--- src/rtl/if_id_skid_stage_if.sv ---
// rtl/if_id_skid_stage_if.sv - IF->ID handshake bundle (fetch side, decode side, flush)
interface if_id_skid_stage_if #(
  parameter int INSTR_W = 32,
  parameter int PC_W    = 32
);
  logic               in_valid;
  logic               in_ready;
  logic [INSTR_W-1:0] in_instr;
  logic [PC_W-1:0]    in_pc;
  logic               flush;
  logic               out_valid;
  logic               out_ready;
  logic [INSTR_W-1:0] out_instr;
  logic [PC_W-1:0]    out_pc;
  logic [1:0]         occupancy;

  modport master (
    output in_valid, in_instr, in_pc, flush, out_ready,
    input  in_ready, out_valid, out_instr, out_pc, occupancy
  );

  modport slave (
    input  in_valid, in_instr, in_pc, flush, out_ready,
    output in_ready, out_valid, out_instr, out_pc, occupancy
  );
endinterface

--- src/rtl/if_id_skid_stage.sv ---
// rtl/if_id_skid_stage.sv - IF->ID stage register with 2-entry skid buffer and flush
module if_id_skid_stage #(
  parameter int INSTR_W = 32,
  parameter int PC_W    = 32
) (
  input  logic               clk,
  input  logic               reset,
  if_id_skid_stage_if.slave  bus
);
  logic               m_valid;
  logic [INSTR_W-1:0] m_instr;
  logic [PC_W-1:0]    m_pc;
  logic               s_valid;
  logic [INSTR_W-1:0] s_instr;
  logic [PC_W-1:0]    s_pc;
  logic               in_fire;
  logic               out_fire;

  // in_ready depends only on registered state, so decode stalls never ripple back combinationally
  assign bus.in_ready  = !s_valid;
  assign in_fire       = bus.in_valid && !s_valid;
  assign out_fire      = m_valid && bus.out_ready;
  assign bus.out_valid = m_valid;
  assign bus.out_instr = m_instr & {INSTR_W{m_valid}};
  assign bus.out_pc    = m_pc & {PC_W{m_valid}};
  assign bus.occupancy = {1'b0, m_valid} + {1'b0, s_valid};

  always_ff @(posedge clk or negedge reset) begin
    if (!reset) begin
      m_valid <= 1'b0;
      m_instr <= '0;
      m_pc    <= '0;
      s_valid <= 1'b0;
      s_instr <= '0;
      s_pc    <= '0;
    end else if (bus.flush) begin
      // data fields are left stale; the output mask hides them
      m_valid <= 1'b0;
      s_valid <= 1'b0;
    end else if (s_valid) begin
      if (out_fire) begin
        m_instr <= s_instr;
        m_pc    <= s_pc;
        s_valid <= 1'b0;
      end
    end else if (in_fire) begin
      if (!m_valid || out_fire) begin
        m_instr <= bus.in_instr;
        m_pc    <= bus.in_pc;
        m_valid <= 1'b1;
      end else begin
        s_instr <= bus.in_instr;
        s_pc    <= bus.in_pc;
        s_valid <= 1'b1;
      end
    end else if (out_fire) begin
      m_valid <= 1'b0;
    end
  end
endmodule

--- src/flat_wrapper.sv ---
// flat-port wrapper written by rule: the top's interface ports become plain ports
module if_id_skid_stage_flat 
#(
  parameter int INSTR_W = 32,
  parameter int PC_W    = 32
)
  (clk, reset, bus_in_valid, bus_in_instr, bus_in_pc, bus_flush, bus_out_ready, bus_in_ready, bus_out_valid, bus_out_instr, bus_out_pc, bus_occupancy);
  if_id_skid_stage_if #(.INSTR_W(INSTR_W), .PC_W(PC_W)) bus_i ();
  input  logic clk;
  input  logic reset;
  input wire logic [$bits(bus_i.in_valid)-1:0] bus_in_valid;
  input wire logic [$bits(bus_i.in_instr)-1:0] bus_in_instr;
  input wire logic [$bits(bus_i.in_pc)-1:0] bus_in_pc;
  input wire logic [$bits(bus_i.flush)-1:0] bus_flush;
  input wire logic [$bits(bus_i.out_ready)-1:0] bus_out_ready;
  output wire logic [$bits(bus_i.in_ready)-1:0] bus_in_ready;
  output wire logic [$bits(bus_i.out_valid)-1:0] bus_out_valid;
  output wire logic [$bits(bus_i.out_instr)-1:0] bus_out_instr;
  output wire logic [$bits(bus_i.out_pc)-1:0] bus_out_pc;
  output wire logic [$bits(bus_i.occupancy)-1:0] bus_occupancy;
  assign bus_i.in_valid = bus_in_valid;
  assign bus_i.in_instr = bus_in_instr;
  assign bus_i.in_pc = bus_in_pc;
  assign bus_i.flush = bus_flush;
  assign bus_i.out_ready = bus_out_ready;
  assign bus_in_ready = bus_i.in_ready;
  assign bus_out_valid = bus_i.out_valid;
  assign bus_out_instr = bus_i.out_instr;
  assign bus_out_pc = bus_i.out_pc;
  assign bus_occupancy = bus_i.occupancy;
  if_id_skid_stage #(.INSTR_W(INSTR_W), .PC_W(PC_W)) u_core (.clk(clk), .reset(reset), .bus(bus_i));
endmodule
--- config.mk ---
export PLATFORM = sky130hd
export DESIGN_NAME = if_id_skid_stage_flat
export DESIGN_NICKNAME = d
export VERILOG_FILES = /design/src/rtl/if_id_skid_stage_if.sv /design/src/rtl/if_id_skid_stage.sv /design/src/flat_wrapper.sv
export SDC_FILE = /design/constraint.sdc
export NUM_CORES = 1
export LEC_CHECK = 0
export CAP_MARGIN = 0
export CORE_AREA = 4 4 95 186
export CTS_CLUSTER_DIAMETER = 40
export DETAILED_ROUTE_END_ITERATION = 6
export DIE_AREA = 0 0 99 190
export GPL_ROUTABILITY_DRIVEN = 0
export PLACE_DENSITY = 0.76
export SYNTH_ARGS = -nofsm -noshare
export SYNTH_HDL_FRONTEND = slang
export SYNTH_SLANG_ARGS = --single-unit
--- constraint.sdc ---
create_clock -name clk -period 1.7 [get_ports clk]
set_input_delay 0.17 -clock clk [delete_from_list [all_inputs] [get_ports clk]]
set_output_delay 0.17 -clock clk [all_outputs]
set_load 0.01 [all_outputs]
==> run_results.csv <==
group,metric,value,unit
placed_design,io_buffers,136,
floorplan,fp-row-count,66,
sta,setup_viol,128,
clock_tree,htreeDepth,4,
sta,fin_crit_sh,111,%
critical_path,crit_type,"reg -> reg",
drt,drc,0,
pwr,pwr-share-clk,35.0,%
sta,period_needed,1.89,ns
clock_tree,cts-buffers-inserted,17,
critical_path,path_cells,"nand2b_4, or4b_4, bufbuf_16, mux2_4",
clock_tree,insertion_delay,0.40,ns
clock_tree,clk_pin_slew,0.06,ns
sta,fin_ws,-0.194,ns
sta,tightest_slew,0.415,ns
floorplan,die_w,99,um
layout,multi_input_area,3020,um^2
sta,setup_tns,-17.85,ns
sta,hold_viol,0,
synth,synth_top_area_share,51.2,%
pwr,switching_power,2.66,mW
synth,ys_top_cells_by_area,"dfrtp_1, mux2_2, mux2_4",
grt,grt_pass1_vias,4523,
floorplan,ios,137,
synth,avgSynthCellArea,14.9,um^2
layout,diodes,0,
pwr,comb_power_share,23.2,%
critical_path,slowest_stage,"or4b_4",
layout,num-fill-cells,1354,
drt,post_drt_wl_per_cell,20.9,um
clock_tree,cts_root_buf,"clkbuf_16",
layout,nets,666,
sta,fmax,528,MHz
drt,vias,4086,
sta,slew_headroom,72.3,%
critical_path,r2r_setup_slack,-0.19,ns
synth,ys_seq_area_share,51.2,%
drt,routed_wl,17000,um
pwr,seqPwrFrac,41.7,%
clock_tree,cts_num_sinks,130,
layout,final_cell_count_no_fill,813,
synth,netlist_area,6350,um^2
critical_path,startpoint_type,"register",
outcome,status,"finished with violations",
sta,finalClockSkew,0.00529,ns
clock_tree,clockBufferDepth,2,
grt,antenna_found_initial,0,
synth,yosys_register_bits,130,
placed_design,place_inst,756,
pwr,vdd_drop_max,666,uV
drt,viasPerCell,5.03,
critical_path,r2r_start,"u_core.s_valid",
outcome,violations,"setup timing",
drt,drt_iter0_drc,112,
sta,rsz0062_at_grt,"yes",
grt,grt_start_max_net_pins,57,
pwr,power.density,1170,nW/um^2
drt,firstDrtPassIters,6,
pwr,swShare,25.3,%
pwr,p_int,7.85,mW
critical_path,cp.required,1.98,ns
critical_path,reg2reg_depth,4,
sta,slew_viol_final,0,
critical_path,arrival,2.18,ns
synth,synth_cell_types,18,
critical_path,crit_path_max_fanout,18,
drt,ant_nets,0,
floorplan,initial_core_util,39.0,%
hold_path,worstHoldPathType,"in -> async",
synth,syn_nets,497,
layout,regArea,3260,um^2
grt,grt_pass1_wl,25200,um
synth,ys_warn_count,0,
floorplan,core_area,16300,um^2
pwr,power,10.5,mW
grt,gr-usage-all-layers,17.2,%
critical_path,cp-end-kind,"register",
run,maxCapViolCount,0,
floorplan,die_area,18800,um^2
placed_design,dp_slack,-0.306,ns
clock_tree,cts_tree,"yes",
critical_path,critPathMaxStageDelay,0.58,ns
pwr,p_leak,4.32,nW
placed_design,dpl.hpwl,9700,um
layout,layout-drive-gt1-share,50.6,%
synth,yosysTopAreaCell,"dfrtp_1",
grt,grt_overflow,0,
floorplan,die_y,190,um
critical_path,r2r_end,"u_core.s_pc[10]",
synth,synthCells,427,
layout,areaGrowthSynthToFinish,41.6,%
## cell usage after synthesis
cell,n
and2_1,64
a211oi_4,1
nand2b_4,1
nand2_1,1
or4b_1,1
dfrtp_1,130
mux2_4,60
or2_1,1
ha_1,1
nor3b_1,1
inv_1,2
o21ai_0,1
a21oi_1,2
nor2_1,1
mux2_1,4
buf_6,14
clkbuf_1,14
mux2_2,128
## placed cells by master, fill, tap and decap left out, types with 2 or more instances in the layout
master,netlist,layout
clkdlybuf4s50_1,0,67
mux2_1,4,3
a21oi_1,2,2
clkinvlp_4,0,3
inv_1,2,2
bufbuf_16,0,2
buf_6,14,6
and2_4,0,2
mux2_4,60,95
inv_6,0,2
buf_16,0,5
dfrtp_2,0,2
dlygate4sd2_1,0,29
bufinv_16,0,2
buf_12,0,7
clkinv_2,0,2
clkinv_4,0,2
clkbuf_8,0,3
dfrtp_1,130,128
buf_2,0,37
and2_1,64,62
mux2_2,128,94
buf_4,0,12
buf_8,0,4
clkbuf_16,0,23
## logic make-up after synthesis
logic type / after synthesis / synth area share, %
compound gates: 4 / 0.552
fa+ha+maj: 1 / 0.197
buf+inv: 30 / 3.43
flops: 130 / 51.2
mux: 192 / 37.6
simple gates: 70 / 7.01
## layer usage
| metal | GRT usage [%] | routed length (um) | vias up |
|---|---|---|---|
| li1 | - | - | 1833 |
| met1 | 20.5 | 6650 | 2130 |
| met2 | 31.3 | 9440 | 102 |
| met3 | 2.72 | 550 | 21 |
| met4 | 5.47 | 378 | 0 |
| met5 | 0 | 0 | - |
## flip-flops by register name, summed over array words and instances, names as in the netlist
name and count:
u_core.s_valid 1, u_core.s_pc 32, u_core.m_instr 32, u_core.bus.out_valid 1
u_core.m_pc 32, u_core.s_instr 32
## stage by stage
stage / util [%] / cell area (um^2) / hold WS [ns]
final: 55.3 / 8990 / 0.239
after global routing: 55.3 / 8990 / 0.281
after CTS: 53.8 / 8750 / 0.247
after detailed placement: 49.0 / 7970 / 0.140
after global placement: 49.0 / 7970 / 0.138
after floorplan: - / 6380 / -0.126
## power by group through the flow
stage | logic, mW | registers, mW | clock network [mW]
floorplan | 1.49 | 4.23 | 0
global placement | 2.19 | 4.33 | 0
detailed placement | 2.27 | 4.38 | 0
CTS | 2.34 | 4.35 | 3.73
global route | 2.62 | 4.48 | 3.89
finish | 2.44 | 4.38 | 3.68
## worst max-delay path by stage
stage	depth (start not counted)	slack, ns	start	to
final	4	-0.19	u_core.s_valid	u_core.s_pc[10]
after global placement	6	-0.29	bus_in_valid	u_core.m_instr[12]
after detailed placement	6	-0.31	bus_in_valid	u_core.m_instr[12]
after global routing	4	-0.21	u_core.s_valid	u_core.s_pc[10]
after floorplan	5	-0.15	u_core.s_valid	u_core.m_instr[10]
after CTS	5	-0.18	u_core.s_valid	u_core.s_instr[8]
## critical path: cells and delay by family, from the launching register on
kind | cells | cell delay (ns)
buf+inv | 1 | 0.34
mux | 1 | 0.31
flops | 1 | 0.40
simple gates | 2 | 0.72
## cell type report
type	instances	area share [%]
repair buffers	178	20.6
well taps	204	2.84
multi-input cells	267	33.6
inverters	2	0.0835
clock buffers	21	5.23
clock inverters	11	1.42
flip-flops and latches	130	36.2
## timing repair
action | 4_1_cts | 5_1_grt
resized for setup | 222 | 21
hold buffers | 1 | 0
setup buffers | 9 | 2
endpoints found under the hold margin | 25 | 0
gates cloned | 6 | 9
pin swaps | 0 | 1
setup endpoints to repair | 196 | 130
Note: power is estimated with default switching activity, not from simulation.
